### src/rtl/led_feed_pkg.sv
// Shared definitions for the LED frame feeder: register map, pixel width, FSM states.
package led_feed_pkg;

    localparam int LED_PIX_W = 24;

    localparam logic [7:0] OFF_CTRL   = 8'h00;
    localparam logic [7:0] OFF_STATUS = 8'h04;
    localparam logic [7:0] OFF_LEN    = 8'h08;

    localparam int CTRL_START_BIT = 0;
    localparam int CTRL_AUTO_BIT  = 1;

    localparam int STAT_BUSY_BIT  = 0;
    localparam int STAT_DONE_BIT  = 1;
    localparam int STAT_FRONT_BIT = 2;

    typedef enum logic [1:0] {
        ST_IDLE = 2'd0,
        ST_SEND = 2'd1,
        ST_GAP  = 2'd2
    } feed_state_t;

    // Frame length as written by software, clamped to the buffer depth.
    function automatic logic [6:0] sat_len(input logic [31:0] wdata, input int max_len);
        if (wdata > 32'(max_len)) begin
            return 7'(max_len);
        end
        return wdata[6:0];
    endfunction

endpackage

### src/rtl/led_pixel_bank.sv
// Register-array pixel store: one APB write port, one APB read port, one stream read port.
module led_pixel_bank
    import led_feed_pkg::*;
#(
    parameter int DEPTH = 8,
    parameter int PIX_W = LED_PIX_W
) (
    input  logic             clk,
    input  logic             rst_n,
    input  logic             i_we,
    input  logic [5:0]       i_waddr,
    input  logic [PIX_W-1:0] i_wdata,
    input  logic [5:0]       i_raddr,
    output logic [PIX_W-1:0] o_rdata,
    input  logic [5:0]       i_saddr,
    output logic [PIX_W-1:0] o_sdata
);
    localparam int AW = (DEPTH > 1) ? $clog2(DEPTH) : 1;

    logic [PIX_W-1:0] r_mem [DEPTH];
    logic             w_raddr_ok;
    logic             w_saddr_ok;

    always_ff @(posedge clk or negedge rst_n) begin
        if (!rst_n) begin
            for (int i = 0; i < DEPTH; i++) begin
                r_mem[i] <= '0;
            end
        end else begin
            for (int i = 0; i < DEPTH; i++) begin
                if (i_we && ({1'b0, i_waddr} == 7'(i))) begin
                    r_mem[i] <= i_wdata;
                end
            end
        end
    end

    // Indices past the configured depth read back as zero.
    assign w_raddr_ok = ({1'b0, i_raddr} < 7'(DEPTH));
    assign w_saddr_ok = ({1'b0, i_saddr} < 7'(DEPTH));
    assign o_rdata    = w_raddr_ok ? r_mem[i_raddr[AW-1:0]] : '0;
    assign o_sdata    = w_saddr_ok ? r_mem[i_saddr[AW-1:0]] : '0;

endmodule

### src/rtl/led_frame_feeder.sv
// APB3 frame buffer streaming GRB pixels over valid/ready, then holding the WS2812 latch gap.
// Define LED_FEED_DOUBLE_BUF_EN for a second bank that swaps with the stream at each frame start.
module led_frame_feeder
    import led_feed_pkg::*;
#(
    parameter int NUM_PIXELS = 8,
    parameter int GAP_CYCLES = 5000,
    parameter int PIX_W      = LED_PIX_W
) (
    input  logic             PCLK,
    input  logic             PRESERN,
    input  logic             PSEL,
    input  logic             PENABLE,
    input  logic             PWRITE,
    input  logic [31:0]      PADDR,
    input  logic [31:0]      PWDATA,
    output logic [31:0]      PRDATA,
    output logic             PREADY,
    output logic             PSLVERR,
    output logic [PIX_W-1:0] px_data,
    output logic             px_valid,
    input  logic             px_ready,
    output logic             px_last,
    output logic             frame_done
);
    localparam int GW = (GAP_CYCLES > 1) ? $clog2(GAP_CYCLES) : 1;

    logic             w_apb_wr;
    logic             w_apb_rd;
    logic             w_pix_we;
    logic             w_wr_ctrl;
    logic             w_wr_status;
    logic             w_wr_len;
    logic             w_start_req;
    logic             w_gap_end;
    logic             w_frame_start;
    logic             w_front;
    logic [5:0]       w_s_addr;
    logic [PIX_W-1:0] w_apb_rdata;
    logic [PIX_W-1:0] w_s_front;
    logic [PIX_W-1:0] w_s_start;
    logic             w_unused;

    feed_state_t      r_state;
    logic             r_auto;
    logic             r_done;
    logic [6:0]       r_len;
    logic [6:0]       r_frame_len;
    logic [5:0]       r_idx;
    logic [GW-1:0]    r_gap_cnt;
    logic [PIX_W-1:0] r_px_data;
    logic             r_px_valid;
    logic             r_px_last;
    logic             r_frame_done;

    assign w_apb_wr    = PSEL & PENABLE & PWRITE;
    assign w_apb_rd    = PSEL & ~PWRITE;
    assign w_pix_we    = w_apb_wr & PADDR[8];
    assign w_wr_ctrl   = w_apb_wr & ~PADDR[8] & (PADDR[7:0] == OFF_CTRL);
    assign w_wr_status = w_apb_wr & ~PADDR[8] & (PADDR[7:0] == OFF_STATUS);
    assign w_wr_len    = w_apb_wr & ~PADDR[8] & (PADDR[7:0] == OFF_LEN);
    assign w_start_req = w_wr_ctrl & PWDATA[CTRL_START_BIT];
    assign w_unused    = &{1'b0, PADDR[31:9], PADDR[1:0]};

    assign w_gap_end     = (r_state == ST_GAP) && (r_gap_cnt == GW'(GAP_CYCLES - 1));
    assign w_frame_start = ((r_state == ST_IDLE) && w_start_req) || (w_gap_end && r_auto);
    // Stream port looks one pixel ahead so a transfer can reload px_data on the same edge.
    assign w_s_addr      = w_frame_start ? 6'd0 : (r_idx + 6'd1);

`ifdef LED_FEED_DOUBLE_BUF_EN
    logic             r_front;
    logic [PIX_W-1:0] w_bank_rdata [2];
    logic [PIX_W-1:0] w_bank_sdata [2];

    for (genvar gi = 0; gi < 2; gi++) begin : g_bank
        led_pixel_bank #(
            .DEPTH (NUM_PIXELS),
            .PIX_W (PIX_W)
        ) u_bank (
            .clk     (PCLK),
            .rst_n   (PRESERN),
            .i_we    (w_pix_we && (r_front != 1'(gi))),
            .i_waddr (PADDR[7:2]),
            .i_wdata (PWDATA[PIX_W-1:0]),
            .i_raddr (PADDR[7:2]),
            .o_rdata (w_bank_rdata[gi]),
            .i_saddr (w_s_addr),
            .o_sdata (w_bank_sdata[gi])
        );
    end

    always_ff @(posedge PCLK or negedge PRESERN) begin
        if (!PRESERN) begin
            r_front <= 1'b0;
        end else if (w_frame_start) begin
            r_front <= ~r_front;
        end
    end

    // The back bank becomes front on the starting edge, so pixel 0 comes from it.
    assign w_front     = r_front;
    assign w_apb_rdata = r_front ? w_bank_rdata[0] : w_bank_rdata[1];
    assign w_s_front   = r_front ? w_bank_sdata[1] : w_bank_sdata[0];
    assign w_s_start   = r_front ? w_bank_sdata[0] : w_bank_sdata[1];
`else
    led_pixel_bank #(
        .DEPTH (NUM_PIXELS),
        .PIX_W (PIX_W)
    ) u_bank (
        .clk     (PCLK),
        .rst_n   (PRESERN),
        .i_we    (w_pix_we),
        .i_waddr (PADDR[7:2]),
        .i_wdata (PWDATA[PIX_W-1:0]),
        .i_raddr (PADDR[7:2]),
        .o_rdata (w_apb_rdata),
        .i_saddr (w_s_addr),
        .o_sdata (w_s_front)
    );

    assign w_front   = 1'b0;
    assign w_s_start = w_s_front;
`endif

    always_ff @(posedge PCLK or negedge PRESERN) begin
        if (!PRESERN) begin
            r_state      <= ST_IDLE;
            r_auto       <= 1'b0;
            r_done       <= 1'b0;
            r_len        <= 7'(NUM_PIXELS);
            r_frame_len  <= 7'(NUM_PIXELS);
            r_idx        <= '0;
            r_gap_cnt    <= '0;
            r_px_data    <= '0;
            r_px_valid   <= 1'b0;
            r_px_last    <= 1'b0;
            r_frame_done <= 1'b0;
        end else begin
            r_frame_done <= 1'b0;
            if (w_wr_ctrl) begin
                r_auto <= PWDATA[CTRL_AUTO_BIT];
            end
            if (w_wr_len && (PWDATA != 32'd0)) begin
                r_len <= sat_len(PWDATA, NUM_PIXELS);
            end
            if (w_gap_end) begin
                r_done <= 1'b1;
            end else if (w_wr_status && PWDATA[STAT_DONE_BIT]) begin
                r_done <= 1'b0;
            end

            if (w_frame_start) begin
                r_state     <= ST_SEND;
                r_idx       <= '0;
                r_frame_len <= r_len;
                r_px_data   <= w_s_start;
                r_px_valid  <= 1'b1;
                r_px_last   <= (r_len == 7'd1);
            end

            case (r_state)
                ST_IDLE: begin
                end
                ST_SEND: begin
                    if (r_px_valid && px_ready) begin
                        if (r_px_last) begin
                            r_state    <= ST_GAP;
                            r_px_valid <= 1'b0;
                            r_px_last  <= 1'b0;
                            r_gap_cnt  <= '0;
                        end else begin
                            r_idx     <= r_idx + 6'd1;
                            r_px_data <= w_s_front;
                            r_px_last <= (({1'b0, r_idx} + 7'd2) == r_frame_len);
                        end
                    end
                end
                ST_GAP: begin
                    if (w_gap_end) begin
                        r_frame_done <= 1'b1;
                        if (!r_auto) begin
                            r_state <= ST_IDLE;
                        end
                    end else begin
                        r_gap_cnt <= r_gap_cnt + 1'b1;
                    end
                end
                default: r_state <= ST_IDLE;
            endcase
        end
    end

    always_comb begin
        PRDATA = '0;
        if (w_apb_rd) begin
            if (PADDR[8]) begin
                PRDATA[PIX_W-1:0] = w_apb_rdata;
            end else begin
                case (PADDR[7:0])
                    OFF_CTRL: PRDATA[CTRL_AUTO_BIT] = r_auto;
                    OFF_STATUS: begin
                        PRDATA[STAT_BUSY_BIT]  = (r_state != ST_IDLE);
                        PRDATA[STAT_DONE_BIT]  = r_done;
                        PRDATA[STAT_FRONT_BIT] = w_front;
                    end
                    OFF_LEN: PRDATA[6:0] = r_len;
                    default: PRDATA = '0;
                endcase
            end
        end
    end

    assign PREADY     = 1'b1;
    assign PSLVERR    = 1'b0;
    assign px_data    = r_px_data;
    assign px_valid   = r_px_valid;
    assign px_last    = r_px_last;
    assign frame_done = r_frame_done;

endmodule

### config.mk
export PLATFORM = sky130hd
export DESIGN_NAME = led_frame_feeder
export DESIGN_NICKNAME = d
export VERILOG_FILES = /design/src/rtl/led_feed_pkg.sv /design/src/rtl/led_pixel_bank.sv /design/src/rtl/led_frame_feeder.sv
export SDC_FILE = /design/constraint.sdc
export NUM_CORES = 1
export LEC_CHECK = 0
export ABC_AREA = 1
export CAP_MARGIN = 20
export CORE_ASPECT_RATIO = 1.25
export CORE_MARGIN = 2
export CORE_UTILIZATION = 30
export DETAILED_ROUTE_END_ITERATION = 8
export DONT_BUFFER_PORTS = 1
export PLACE_DENSITY_LB_ADDON = 0.25
export RECOVER_POWER = 50
export SYNTH_ARGS = -nofsm -noshare
export SYNTH_HDL_FRONTEND = slang
export SYNTH_HIERARCHICAL = 1
export SYNTH_SLANG_ARGS = --single-unit
### constraint.sdc
create_clock -name PCLK -period 2.9 [get_ports PCLK]
set_input_delay 0.29 -clock PCLK [delete_from_list [all_inputs] [get_ports PCLK]]
set_output_delay 0.29 -clock PCLK [all_outputs]
set_load 0.005 [all_outputs]
======== Yosys cells after proc, flatten, opt, wreduce, memory -nomap -nowiden ========
Index checks and enable logic that the tools add are counted.
storage, ports and cells
  register bits after elaboration ......... 256
  bits of input ports ..................... 70
  output and inout port bits .............. 61
  logic and storage cells ................. 129
operators by class
  add/subtract/negate cells ............... 3
  order comparisons ....................... 5
  eq/ne operators ......................... 17
  mux-type cells .......................... 49
  bitwise logic cells ..................... 13
  reduce and logical (&&, ||, !) cells .... 23
operators with widths
  cell                                                                              count
  24-bit two-way mux                                                                12
  24-bit binary-select mux with 3-bit select                                        2
  13-bit two-way mux                                                                3
  32-bit by 4-bit greater-than comparator with 1-bit output, second input constant  1
  32-bit nonzero test                                                               1
  6-bit two-way mux                                                                 5
  13-bit case mux with 2 select lines                                               1
  6-bit by 3-bit equality test with 1-bit output, second input constant             4
  1-bit two-way mux                                                                 15
  1-bit logical AND                                                                 14
  7-bit two-way mux                                                                 2
  13-bit by 1-bit adder with 13-bit output, second input constant                   1
  13-bit equality test, second input constant                                       1
  6-bit by 2-bit equality test with 1-bit output, second input constant             2
  6-bit by 4-bit < comparator with 1-bit output, second input constant              2
  2-bit two-way mux                                                                 5
  1-bit AND                                                                         9
  8-bit by 3-bit equality test with 1-bit output, second input constant             1
  8-bit by 4-bit equality test with 1-bit output, second input constant             1
  4-bit >= comparator, second input constant                                        2
  8-bit logical NOT                                                                 1
  3-bit NOT with 4-bit output                                                       2
  6-bit by 2-bit adder with 7-bit output, second input constant                     1
  7-bit by 1-bit equality test with 1-bit output, second input constant             1
  other kinds (16)                                                                  21

======== Longest topological paths before layout ========
  depth in word-level cells ............... 17
  depth in mapped cells ................... 20
  mapped depth without buffers ............ 16

======== Hierarchy ========
Netlist, hierarchy kept.
modules (own cells, without submodules)
  module            instances  cells an instance  area an instance (um^2)  sequential area each (um^2)
  led_pixel_bank    1          1753               11399.7                  4804.6
  led_frame_feeder  1          528                3784.9                   1604.0

======== Worst setup path before layout ========
No wires, ideal clock.
  kind .................................... register to register
  start point ............................. reg r_gap_cnt[0]
  end point ............................... reg r_px_data[10], in the netlist px_data[10]
  setup time .............................. 0.117 ns
  data arrival time ....................... 2.237 ns
  required time ........................... 2.783 ns
  setup slack ............................. 0.546 ns
  cell stages (with the launch flop) ...... 21
  clock period less this slack ............ 2.354 ns
  cell sequence ........................... dfrtp_1 > ha_1 > nand2_1 > inv_1 > nand2_1 > nor2_1 > nand4_1 > nand2_1 > buf_2 > nor2_1 > buf_2 > inv_2 > buf_4 > buf_2 > nand2_1 > nand3_1 > nand2_1 > nor2_1 > nor2_1 > nand2_1 > nand2_1
between the ends
  cells in the longest elaborated chain, start to end .. 14
ends and longest elaborated chain
  what                                                   line                     source
  from (decl)                                            led_frame_feeder.sv:50   logic [GW-1:0] r_gap_cnt;
  from (signal assigned)                                 led_frame_feeder.sv:185  r_gap_cnt <= r_gap_cnt + 1'b1;
  13-bit equality test *                                 led_frame_feeder.sv:65   assign w_gap_end = (r_state == ST_GAP) && (r_gap_cnt == GW'(GAP_CYCLES - 1));
  1-bit logical AND *                                    led_frame_feeder.sv:65
  1-bit logical AND *                                    led_frame_feeder.sv:66   assign w_frame_start = ((r_state == ST_IDLE) && w_start_req) || (w_gap_end && r_auto);
  1-bit logical OR *                                     led_frame_feeder.sv:66
  6-bit two-way mux *                                    led_frame_feeder.sv:68   assign w_s_addr = w_frame_start ? 6'd0 : (r_idx + 6'd1);
  named net w_s_addr[0]                                  led_frame_feeder.sv:38   logic [5:0] w_s_addr;
  3-bit NOT with 4-bit output (implied by the code)      led_pixel_bank.sv:42     assign o_sdata = w_saddr_ok ? r_mem[i_saddr[AW-1:0]] : '0;
  24-bit binary-select mux with 3-bit select             led_pixel_bank.sv:42
  24-bit two-way mux (implied by the code) (2 in a row)  led_pixel_bank.sv:42
  24-bit two-way mux *                                   led_pixel_bank.sv:42
  named net w_s_front[10]                                led_frame_feeder.sv:40   logic [PIX_W-1:0] w_s_front;
  24-bit two-way mux                                     led_frame_feeder.sv:152  if (w_frame_start) begin
  24-bit two-way mux                                     led_frame_feeder.sv:166  if (r_px_last) begin
  24-bit two-way mux                                     led_frame_feeder.sv:165  if (r_px_valid && px_ready) begin
  24-bit two-way mux *                                   led_frame_feeder.sv:161  case (r_state)
  to (signal assigned)                                   led_frame_feeder.sv:156  r_px_data <= w_s_start;
  to (signal assigned)                                   led_frame_feeder.sv:173  r_px_data <= w_s_front;
  to (decl)                                              led_frame_feeder.sv:51   logic [PIX_W-1:0] r_px_data;
The timed path passes the listed nets; every way through them passes the cells marked *. The select of a mux whose other input is x is not followed.
A chain may end at the register's enable or synchronous reset.

======== Final worst setup path ========
  start point ............................. reg r_gap_cnt[0]
  end point ............................... reg r_px_data[17], in the netlist px_data[17]
Same word-level chain as after synthesis.

==> flow_metrics.tcl <==
set metrics [dict create \
    status "finished with violations" \
    violations "negative hold slack" \
    nets 2306 \
    grt_first_pass_wirelength_mm 80.2 \
    grt_start_max_net_pins 257 \
    holdWs_ns -0.571 \
    p_total_w 0.00855 \
    num_vias 14300 \
    fin_skew_ns 0.00654 \
    die_h_um 256 \
    cts_max_path_buffers 3 \
    placedCellCount 2836 \
    routed_wl_mm 51.5 \
    timing.final.setup_violations 0 \
    drc 0 \
    crit_chain "ha_1 > nand2_1 > inv_1 > nand2_1 > nor2_1 > nand4_1 > nand2_1 > buf_12 > nor2_4 > inv_2 > buf_4 > nand2_1 > nand3_1 > nand2_1 > nor2_1 > nor2_1 > nand2_1 > nand2_1" \
    cts_tree "yes" \
    internal-power_w 0.00663 \
    gr-usage-met2 0.322 \
    grtUsageMet3 0.0438 \
    path_common_cell "nand2_1" \
    end_kind "register" \
    antenna_cells 0 \
    wl_per_cell_um 17.7 \
    cts_made_buffers 28 \
    post-cts-setup-buffers 0 \
    rsz0062_at_grt "false" \
    syn_inst 2281 \
    die_area_sq_um 52400 \
    leakage_nw 8.27 \
    drtPass1Iterations 6 \
    p_sw_frac 0.224 \
    power_frac_clock 0.507 \
    cts_root_buf "clkbuf_16" \
    initial_core_util 0.303 \
    use_met1 0.249 \
    antenna_found_initial 0 \
    vias_per_cell 4.91 \
    setup_tns_ns 0 \
    hold_viol 256 \
    cpPeakStageDelay_ns 0.43 \
    combPwrFrac 0.061 \
    final_common_cell "nand2_1" \
    maxCapViolations 0 \
    clk_pin_slew_ns 0.06 \
    stdcell_count 2913 \
    cts_hold_buf 25 \
    fp.dieW_um 205 \
    port_buffers 0 \
    drtAntennaViolNets 0 \
    numClockSinks 256 \
    critical_path_class "register to register" \
    area_growth_pct 12.3 \
    fmax_ghz 0.371 \
    layout_min_cycle_time_ns 2.69 \
    worstSkewPairLatency_ns 0.56 \
    hp-class "input pin to asynchronous set/reset pin" \
    synthFlopType "dfrtp_1" \
    grt.total_usage 0.195 \
    cp_max_fo 22 \
    synth-seq-area-share 0.422 \
    syn-cell-area_sq_um 15200 \
    cpMaxStageDelayCell "dfrtp_1" \
    switchingPower_w 0.00191 \
    grt-ovfl-total 0 \
    layout-drive-gt1-share 0.0510 \
    num_rows 92 \
    num_io_pins 131 \
    synthArstFlopShare 1.00 \
    critPathArrivalTime_ns 3.18 \
    timing.final.crit_share 0.929 \
    pwr_density_cell_nw_per_um2 501 \
    synth_edf_count 0 \
    syn_area_per_cell_sq_um 6.66 \
    place.gp.congestion 0.830 \
    htreeDepth 1 \
    top_usage_layer "met2" \
    synth_seq_cells 256 \
    slew_violations 0 \
    peakVddDrop_mv 0.404 \
    core_area_sq_um 50200 \
    final_core_util 0.340 \
    pwr-share-seq 0.432 \
    cp-start-kind "register" \
    grt_pass1_vias 13700 \
    hpwl_mm 31.1 \
    layout_common_cells "824 x nand2_1, 309 x nand3_1, 260 x inv_1" \
    slew-limit-headroom 0.173 \
    tightest_slew_ns 1.24 \
    cp.required_ns 3.39 \
    drtIter0Drc 1037 \
    yosysWarnings 6 \
    ctsResizeCount 0 \
    fillers 5438 \
    ys_types 41 \
]
[registers in the layout (all words and copies together) (netlist names), 2 cells and up]
name          count
px_data          24
r_idx             6
r_len             7
r_state           2
r_gap_cnt        13
r_frame_len       7
u_bank/r_mem    192
[power by group through the flow]
stage | combinational [W] | sequential (W) | clock (W)
floorplan | 0.000403 | 0.00375 | 0
global placement | 0.000463 | 0.00376 | 0
detailed placement | 0.000472 | 0.00376 | 0
CTS | 0.000520 | 0.00369 | 0.00443
global route | 0.000596 | 0.00370 | 0.00458
finish | 0.000519 | 0.00369 | 0.00434
[worst max-delay path: cells and delay by family (launching register included)]
| kind | cells | cell delay (ns) |
|---|---|---|
| adder cells (fa/ha/maj) | 1 | 0.25 |
| flip-flops | 1 | 0.43 |
| AND/OR/NAND/NOR | 13 | 1.36 |
| buffers and inverters | 4 | 0.56 |
[cells by family after synthesis]
kind of cell               synth area share
and+or+nand+nor                       0.371
buffers and inverters                 0.118
DFF                                   0.422
AOI/OAI and AO/OA                    0.0768
xor gates and xnor gates            0.00808
adders and majority gates           0.00247
other                              0.000495
muxes                               0.00140
[metrics by stage]
step	instance area, sq um	setup WS (ns)
6_report	17100	0.206
5_1_grt	17100	0.0534
4_1_cts	17100	0.267
3_5_place_dp	15700	0.259
3_3_place_gp	15700	0.276
2_1_floorplan	15200	0.546
[cell type report]
class	count	area, sq um	area share
clock buffer	38	830	0.0486
multi-input combinational	1623	7070	0.414
timing repair buffer	58	629	0.0369
clock inverter	14	298	0.0175
inverter	266	998	0.0585
tap	658	823	0.0483
sequential	256	6410	0.376
[cells in the mapped netlist, types with 2 or more instances]
library cell | n | share of area
nor3_1 | 9 | 0.0030
buf_1 | 6 | 0.0015
nor2_1 | 193 | 0.048
conb_1 | 2 | 0.00049
nor3_2 | 4 | 0.0026
a21oi_1 | 7 | 0.0023
o21ai_0 | 105 | 0.035
clkbuf_1 | 51 | 0.013
nand2_2 | 2 | 0.00082
buf_2 | 51 | 0.017
inv_1 | 260 | 0.064
buf_4 | 23 | 0.011
nand2_4 | 2 | 0.0015
xor2_1 | 11 | 0.0063
nand2_1 | 825 | 0.20
ha_1 | 3 | 0.0025
o21ai_2 | 5 | 0.0029
and2_1 | 3 | 0.0012
or2_2 | 3 | 0.0012
buf_6 | 11 | 0.0082
xnor2_1 | 3 | 0.0017
nand3_1 | 309 | 0.10
inv_2 | 5 | 0.0012
dfrtp_1 | 254 | 0.42
o21ai_1 | 108 | 0.036
nand4_1 | 10 | 0.0041
dfstp_2 | 2 | 0.0035
[final timing paths]
path	startpoint	end	depth (start not counted)	slack, ns
worst max-delay path	r_gap_cnt[0]	px_data[17]	18	0.21
worst min-delay path	PRESERN	r_gap_cnt[9]	0	-0.57
worst max register to register	r_gap_cnt[0]	px_data[17]	18	0.21
worst min register to register	u_bank/r_mem[75]	u_bank/r_mem[75]	2	0.49
max in group asynchronous	PRESERN	u_bank/r_mem[55]	0	2.96
min in group PCLK	PWDATA[1]	r_len[0]	5	0.04
[metal layers]
| metal | share of wire | wire [um] | vias to the layer above |
|---|---|---|---|
| met5 | 0 | 0 | - |
| met4 | 0.036 | 1840 | 0 |
| li1 | - | - | 6963 |
| met2 | 0.47 | 24300 | 472 |
| met3 | 0.082 | 4200 | 106 |
| met1 | 0.41 | 21200 | 6753 |
No activity file was read; power rests on OpenSTA's default activity.
